`src/rtl/ocp_mem_arbiter.sv`:
```
// Two-master OCP arbiter in front of a single memory slave: round-robin grant,
// one outstanding transaction, and an ERR response if the slave never answers.
`ifndef ADDR_WIDTH
`define ADDR_WIDTH 32
`endif
`ifndef DATA_WIDTH
`define DATA_WIDTH 32
`endif
`ifndef BEN_WIDTH
`define BEN_WIDTH 4
`endif
`ifndef OCP_CMD_IDLE
`define OCP_CMD_IDLE 3'b000
`endif
`ifndef OCP_CMD_WRITE
`define OCP_CMD_WRITE 3'b001
`endif
`ifndef OCP_CMD_READ
`define OCP_CMD_READ 3'b010
`endif
`ifndef OCP_RESP_NULL
`define OCP_RESP_NULL 2'b00
`endif
`ifndef OCP_RESP_DVA
`define OCP_RESP_DVA 2'b01
`endif
`ifndef OCP_RESP_ERR
`define OCP_RESP_ERR 2'b11
`endif

module ocp_mem_arbiter #(
    parameter int TIMEOUT = 16
) (
    input  logic                    clk,
    input  logic                    rst,
    input  logic [`ADDR_WIDTH-1:0]  m0_MAddr,
    input  logic [2:0]              m0_MCmd,
    input  logic [`DATA_WIDTH-1:0]  m0_MData,
    input  logic [`BEN_WIDTH-1:0]   m0_MByteEn,
    output logic                    m0_SCmdAccept,
    output logic [`DATA_WIDTH-1:0]  m0_SData,
    output logic [1:0]              m0_SResp,
    input  logic [`ADDR_WIDTH-1:0]  m1_MAddr,
    input  logic [2:0]              m1_MCmd,
    input  logic [`DATA_WIDTH-1:0]  m1_MData,
    input  logic [`BEN_WIDTH-1:0]   m1_MByteEn,
    output logic                    m1_SCmdAccept,
    output logic [`DATA_WIDTH-1:0]  m1_SData,
    output logic [1:0]              m1_SResp,
    output logic [`ADDR_WIDTH-1:0]  s_MAddr,
    output logic [2:0]              s_MCmd,
    output logic [`DATA_WIDTH-1:0]  s_MData,
    output logic [`BEN_WIDTH-1:0]   s_MByteEn,
    input  logic                    s_SCmdAccept,
    input  logic [`DATA_WIDTH-1:0]  s_SData,
    input  logic [1:0]              s_SResp
);

    localparam int CW = $clog2(TIMEOUT + 1);
    localparam logic ST_IDLE = 1'b0;
    localparam logic ST_WAIT = 1'b1;
    localparam logic [CW-1:0] CNT_LAST = CW'(TIMEOUT - 1);

    logic          state_reg, state_next;
    logic          last_reg, last_next;
    logic          owner_reg, owner_next;
    logic [CW-1:0] cnt_reg, cnt_next;
    logic          hold_valid_reg, hold_valid_next;
    logic          hold_sel_reg, hold_sel_next;

    logic req0, req1, gnt_valid, gnt_sel, issue, resp_valid, timeout_hit;

    logic [`ADDR_WIDTH-1:0] m_addr  [2];
    logic [2:0]             m_cmd   [2];
    logic [`DATA_WIDTH-1:0] m_wdata [2];
    logic [`BEN_WIDTH-1:0]  m_ben   [2];
    logic [1:0]             m_acc;
    logic [1:0]             m_resp  [2];
    logic [`DATA_WIDTH-1:0] m_rdata [2];

    assign m_addr[0]  = m0_MAddr;
    assign m_addr[1]  = m1_MAddr;
    assign m_cmd[0]   = m0_MCmd;
    assign m_cmd[1]   = m1_MCmd;
    assign m_wdata[0] = m0_MData;
    assign m_wdata[1] = m1_MData;
    assign m_ben[0]   = m0_MByteEn;
    assign m_ben[1]   = m1_MByteEn;

    assign req0        = (m0_MCmd != `OCP_CMD_IDLE);
    assign req1        = (m1_MCmd != `OCP_CMD_IDLE);
    assign gnt_valid   = req0 | req1;
    assign resp_valid  = (s_SResp != `OCP_RESP_NULL);
    assign timeout_hit = (cnt_reg == CNT_LAST);
    assign issue       = !rst && (state_reg == ST_IDLE) && gnt_valid;

    // A stalled grant sticks to its master until accepted or withdrawn, even
    // if the other master starts requesting and round-robin would prefer it.
    always_comb begin
        gnt_sel = 1'b0;
        if (hold_valid_reg && (hold_sel_reg ? req1 : req0)) begin
            gnt_sel = hold_sel_reg;
        end else if (req0 && req1) begin
            gnt_sel = ~last_reg;
        end else begin
            gnt_sel = req1;
        end
    end

    assign s_MAddr   = issue ? m_addr[gnt_sel]  : '0;
    assign s_MCmd    = issue ? m_cmd[gnt_sel]   : `OCP_CMD_IDLE;
    assign s_MData   = issue ? m_wdata[gnt_sel] : '0;
    assign s_MByteEn = issue ? m_ben[gnt_sel]   : '0;

    genvar gi;
    generate
        for (gi = 0; gi < 2; gi++) begin : g_master
            logic owned;
            assign owned = !rst && (state_reg == ST_WAIT) && (owner_reg == 1'(gi));
            assign m_acc[gi] = issue && (gnt_sel == 1'(gi)) && s_SCmdAccept;
            // A real slave response always wins over a timeout in the same cycle.
            assign m_resp[gi] = !owned     ? `OCP_RESP_NULL :
                                resp_valid ? s_SResp :
                                timeout_hit ? `OCP_RESP_ERR : `OCP_RESP_NULL;
            assign m_rdata[gi] = (owned && resp_valid) ? s_SData : '0;
        end
    endgenerate

    assign m0_SCmdAccept = m_acc[0];
    assign m1_SCmdAccept = m_acc[1];
    assign m0_SResp      = m_resp[0];
    assign m1_SResp      = m_resp[1];
    assign m0_SData      = m_rdata[0];
    assign m1_SData      = m_rdata[1];

    always_comb begin
        state_next      = state_reg;
        last_next       = last_reg;
        owner_next      = owner_reg;
        cnt_next        = cnt_reg;
        hold_valid_next = hold_valid_reg;
        hold_sel_next   = hold_sel_reg;
        if (state_reg == ST_IDLE) begin
            if (gnt_valid) begin
                if (s_SCmdAccept) begin
                    owner_next      = gnt_sel;
                    cnt_next        = '0;
                    state_next      = ST_WAIT;
                    hold_valid_next = 1'b0;
                end else begin
                    hold_valid_next = 1'b1;
                    hold_sel_next   = gnt_sel;
                end
            end else begin
                hold_valid_next = 1'b0;
            end
        end else begin
            if (resp_valid || timeout_hit) begin
                last_next  = owner_reg;
                cnt_next   = '0;
                state_next = ST_IDLE;
            end else begin
                cnt_next = cnt_reg + CW'(1);
            end
        end
    end

    always_ff @(posedge clk) begin
        if (rst) begin
            state_reg      <= ST_IDLE;
            last_reg       <= 1'b1;
            owner_reg      <= 1'b0;
            cnt_reg        <= '0;
            hold_valid_reg <= 1'b0;
            hold_sel_reg   <= 1'b0;
        end else begin
            state_reg      <= state_next;
            last_reg       <= last_next;
            owner_reg      <= owner_next;
            cnt_reg        <= cnt_next;
            hold_valid_reg <= hold_valid_next;
            hold_sel_reg   <= hold_sel_next;
        end
    end

endmodule

```
`config.mk`:
```
export PLATFORM = sky130hd
export DESIGN_NAME = ocp_mem_arbiter
export DESIGN_NICKNAME = d
export VERILOG_FILES = /design/src/rtl/ocp_mem_arbiter.sv
export SDC_FILE = /design/constraint.sdc
export NUM_CORES = 1
export LEC_CHECK = 0
export CAP_MARGIN = 20
export CORE_AREA = 2 2 125 127
export DETAILED_ROUTE_END_ITERATION = 16
export DIE_AREA = 0 0 127 129
export PLACE_DENSITY = 0.68
export SKIP_LAST_GASP = 1
export SLEW_MARGIN = 20
export SYNTH_ARGS = -nofsm -noshare
export SYNTH_HDL_FRONTEND = slang
export SYNTH_SLANG_ARGS = --single-unit
```
`constraint.sdc`:
```
create_clock -name clk -period 1.95 [get_ports clk]
set_clock_uncertainty 0.2 [all_clocks]
set_input_delay 0.39 -clock clk [delete_from_list [all_inputs] [get_ports clk]]
set_output_delay 0.39 -clock clk [all_outputs]
set_load 0.01 [all_outputs]
```
* After elaboration in Yosys (flattened, before gate mapping)
Cells that the tools add are included.
Cells by class: add/subtract/negate cells 1, multipliers 0, divide/modulo/power cells 0, magnitude comparators 1, equal/unequal tests 1, shifts and indexed selects 0, mux-type cells 35, bitwise gates (word level) 7, reduce and logical (&&, ||, !) cells 24
Operators with widths (count):
- two-way mux 32 bit | 10
- two-way mux 5 bit | 4
- two-way mux 4 bit | 4
- logical AND 1 bit | 13
- two-way mux 3 bit | 4
- two-way mux 1 bit | 9
- two-way mux 2 bit | 4
- AND reduction 3 bit | 2
- nonzero test 2 bit | 3
- nonzero test 3 bit | 2
- adder 5 x 1 -> 5 bit (second input constant) | 1
- == test 5 x 4 -> 1 bit (second input constant) | 1
- NOT 1 bit | 5
- AND reduction 2 bit | 2
- >= comparator 2 bit (second input constant) | 1
- NOT 1 -> 2 bit | 1
- zero test 1 bit | 1
- logical OR 1 bit | 1
- OR 1 bit | 1
Storage, ports and cells: bits in registers 10, bits in latches 0, RAM bits 0, memory bits (read-only) 0, input port bits 179, output and inout port bits 141, word-level logic and storage cells 75, memories 0

* Depth between registers and ports, before layout
depth after elaboration 9, mapped depth 7, mapped depth without buffers 7

* Least setup slack after synthesis
No wires, ideal clock.
kind register to register, from reg cnt_reg[0], to reg cnt_reg[2], setup time 0.073 ns, arrival 1.758 ns, required time 1.677 ns, slack -0.081 ns, stages on the path, launching flop included 8, buffers on the path 0, clock period less this slack 2.031 ns, cells stage by stage dfxtp_1 -> ha_1 -> and3_1 -> ha_1 -> or4b_1 -> o21ai_0 -> nor2_1 -> nor3_2
Between the ends: cells in the longest elaborated chain, start to end 4, elaborated cells between the ends (all ways) 5, those cells by class 1 x add/sub; 1 x eq/ne; 2 x mux; 1 x reduce/logical
Ends and longest elaborated chain:
- from (decl) | line 67 | logic [CW-1:0] cnt_reg, cnt_next;
- from (signal assigned) | line 180 | cnt_reg <= cnt_next;
- branches (longest 2 deep; another with adder 5 x 1 -> 5 bit)
- two-way mux 5 bit * | line 158 | if (resp_valid || timeout_hit) begin
- two-way mux 5 bit * | line 143 | if (state_reg == ST_IDLE) begin
Mark *: on every way between the ends. A chain may end at the register's enable or synchronous reset.

* Worst setup path after layout
from reg hold_valid_reg, to out s_MData[27]
Between the ends: cells in the longest elaborated chain, start to end 7
Ends and longest elaborated chain:
- from (decl) | line 68 | logic hold_valid_reg, hold_valid_next;
- from (signal assigned) | line 181 | hold_valid_reg <= hold_valid_next;
- logical AND 1 bit | line 101 | if (hold_valid_reg && (hold_sel_reg ? req1 : req0)) begin
- two-way mux 1 bit | line 101
- NOT 1 -> 2 bit (implied by the code) | line 112 | assign s_MData = issue ? m_wdata[gnt_sel] : '0;
- two-way mux 32 bit (implied by the code) (3 in series) | line 112
- two-way mux 32 bit | line 112
- to (decl) | line 52 | output logic [`DATA_WIDTH-1:0] s_MData,
No other way between the ends. The select of a mux whose other input is x is not followed.

==> results by group <==
Status
  • Run status: complete, but fails checks
  • Failing checks: setup timing

STA
  • Post-layout worst setup margin: -457.5 ps
  • Setup violators final: around 150
  • Tcrit/Tclk final: 1.235
  • Worst-Margin Slew: 327.3 ps
  • RSZ-0062 raised after global routing: true
  • TNS Setup: -39100 ps
  • Hold Slack: approximately 280 ps
  • Relative slew slack: 0.7818
  • Pins Over Slew Limit: 0
  • Crit path time final: 2407 ps
  • FMAX: 415.4 MHz
  • Final Hold Fails: 0

Final layout
  • Share of post-route cells with drive strength above 1: 0.6813
  • Commonest cells after routing, fill and taps aside: clkdlybuf4s50_1, buf_6, buf_2
  • Fin area: roughly 8500 um2
  • Nets: 980
  • Max reg flops: 5
  • Commonest non-fill, non-tap cell in the layout: clkdlybuf4s50_1
  • Non-filler instance count after layout: 992
  • Layout area overhead: 273.8%

Floorplanning
  • Chip height: 129 um
  • DIE WIDTH: 127 um
  • Starting density of the core: 0.1513
  • Total die area: 16380 um2
  • Placeable Area: 14980 um2
  • Row count: 45
  • Io pins: 320

Global routing
  • Remaining global-route overflow: 0
  • First-pass GRT wire length: 29.04 mm
  • GR Util All Layers: 0.2310
  • Vias in the first global route: 4997
  • Largest net degree at the start of global routing: 27
  • Initial antenna violation count: 7

Clock tree
  • Clock latency on the worst-skew pair: 240 ps
  • H-tree levels: 1
  • CTS Buffer Depth: 2
  • CTS root buf: clkbuf_16
  • CTS clk-pin slew, worst paths: about 40 ps
  • TritonCTS clock tree: built
  • Hold Buf Count CTS: 0
  • TritonCTS Buffers: 3
  • Clock Sinks: 10

Detailed routing
  • WL/cell: 20.87 um
  • DR pass1 iterations: 4
  • Antenna-violating nets left: 0
  • WL final: 20.70 mm
  • Drc violations: 0
  • Vias per cell: 4.878
  • Routed vias: 4839
  • Initial DRC count: 124

Place
  • Dpl cell area: 6250 um2
  • Gpl congestion: 0.8019
  • Placed cell count: 908
  • Count of buffers from port buffering: 319
  • Post-DP HPWL: between 10 and 15 mm
  • Post-Place Setup Slack: -1293 ps

Synth
  • Synth warnings: 0
  • Register area share after synthesis: 0.08835
  • Instance count of the mapped netlist: 397
  • Synth Register Bits: 10
  • Mean Syn Cell Area: roughly 5.7 um2
  • Mapped Area: 2266 um2
  • Net Count, Synth: around 580
  • Netlist cell types: 34

Power
  • Comb power frac: 0.805
  • Clock share of power: 0.121
  • Reg power frac: 0.074
  • Net load switching power: 1.168 mW
  • P_leak: approximately 3.4 nW
  • P_int: around 1.8 mW
  • Max VDD drop: 239.0 uV
  • Switch share: 0.3888
  • PwrDens: 354.7 nW/um2

Hold path
  • Worst Min Path Start: cnt_reg[4]$_SDFFE_PP0P_
  • Worst hold path depth: 2
  • Worst hold path class: register to register
  • Hold Crit Endpoint: cnt_reg[4]$_SDFFE_PP0P_

Job
  • Max-cap violations: 0

Setup path
  • Critical Path Sink Type: primary output
  • Crit Path Class: register to primary output
  • R2R setup slack: -180 ps
  • Worst flop-to-flop path startpoint: cnt_reg[0]$_SDFFE_PP0P_
  • Worst-path maximum fanout: 8
  • Reg2reg end: cnt_reg[3]$_SDFFE_PP0P_
  • CP arrival: 1820 ps
  • CP Launch Type: register
  • Worst r2r path cells: 8
  • Critical Path RT: around 1400 ps
[logic make-up after synthesis]
kind of cell             synth area share
adder cells (fa/ha/maj)           0.01104
buffers and inverters             0.09663
flip-flops                        0.08835
AO/OA/AOI/OAI                      0.3678
AND/OR/NAND/NOR                    0.4362
[power groups by stage]
stage | registers, mW | logic (mW) | clock network (mW)
floorplan | 0.221 | 0.601 | 0
global placement | 0.222 | 1.54 | 0
detailed placement | 0.222 | 1.54 | 0
CTS | 0.222 | 2.19 | 0.369
global route | 0.224 | 2.54 | 0.377
finish | 0.223 | 2.42 | 0.363
[worst max-delay path: stages, from the launching register on]
cell      delay (ps)
dfxtp_4          350
nand2b_4         160
a21oi_4          230
buf_12           170
buf_12           130
buf_16           150
o21ai_2           70
a21oi_2          150
buf_2            160
[synth_stat cells]
master	count	area, um2
and2_1	66	412.9
ha_1	2	25.02
nor3_1	4	20.02
a2bb2oi_1	1	8.760
nor2b_1	2	12.51
nor3_2	2	20.02
a21o_1	1	7.510
or2_2	1	6.260
o21ai_1	4	20.02
a211o_1	1	8.760
a22oi_1	4	30.03
clkbuf_2	3	15.01
buf_6	1	11.26
o21ai_4	1	16.27
a31oi_1	1	6.260
a21oi_2	1	8.760
or3_1	3	18.77
or4b_1	1	10.01
nand3_1	70	350.3
clkbuf_1	23	86.33
nand3b_1	1	7.510
or3b_1	1	8.760
dfxtp_1	10	200.2
o2111a_1	1	11.26
nor4_1	1	6.260
buf_2	19	95.09
a21oi_1	76	380.4
or4_4	1	11.26
nor2_1	18	67.56
nand2b_1	3	18.77
o21ai_0	67	335.3
nand2_1	3	11.26
and3_1	1	6.260
inv_1	3	11.26
[timing repair]
action / CTS / global route
gates cloned: 25 / 2
endpoints found under the setup margin: 150 / 147
resized for setup: 905 / 174
pin swaps: 95 / 93
buffers inserted: 53 / 16
[per-layer routing]
metal,up-vias,wire length [um],part of all wire,track usage
met5,-,0,0,0
met4,0,702,0.034,0.1112
met3,43,1509,0.073,0.05073
met2,270,10810,0.52,0.4114
met1,2287,7683,0.37,0.2626
li1,2239,-,-,-
[layout make-up]
cell class              instances  area, um2
well taps                     188      235.2
repair buffers                443       4695
fillers                      1305       6507
diodes                          7      17.52
clock buffers                   3      75.07
inverters                       3      11.26
flip-flops and latches         10      209.0
multi-input cells             338       3227
[per-stage QoR]
stage                 util  total power [mW]
floorplan                -            0.8216
global placement    0.4173             1.764
detailed placement  0.4173             1.767
CTS                 0.5258             2.779
global route        0.5655             3.138
finish              0.5655             3.004
[worst max path at each step]
stage	slack, ps	endpoint	cells after the start	start
final	-460	s_MData[27]	8	hold_valid_reg$_SDFFE_PP0N_
after global routing	-500	s_MAddr[15]	9	hold_valid_reg$_SDFFE_PP0N_
after CTS	-430	s_MAddr[4]	9	hold_valid_reg$_SDFFE_PP0N_
after detailed placement	-1290	s_MAddr[2]	8	m0_MCmd[2]
after global placement	-1260	s_MAddr[2]	8	m0_MCmd[2]
after floorplan	-5	s_MAddr[25]	6	m0_MCmd[2]
No activity file was read; power rests on OpenSTA's default activity.
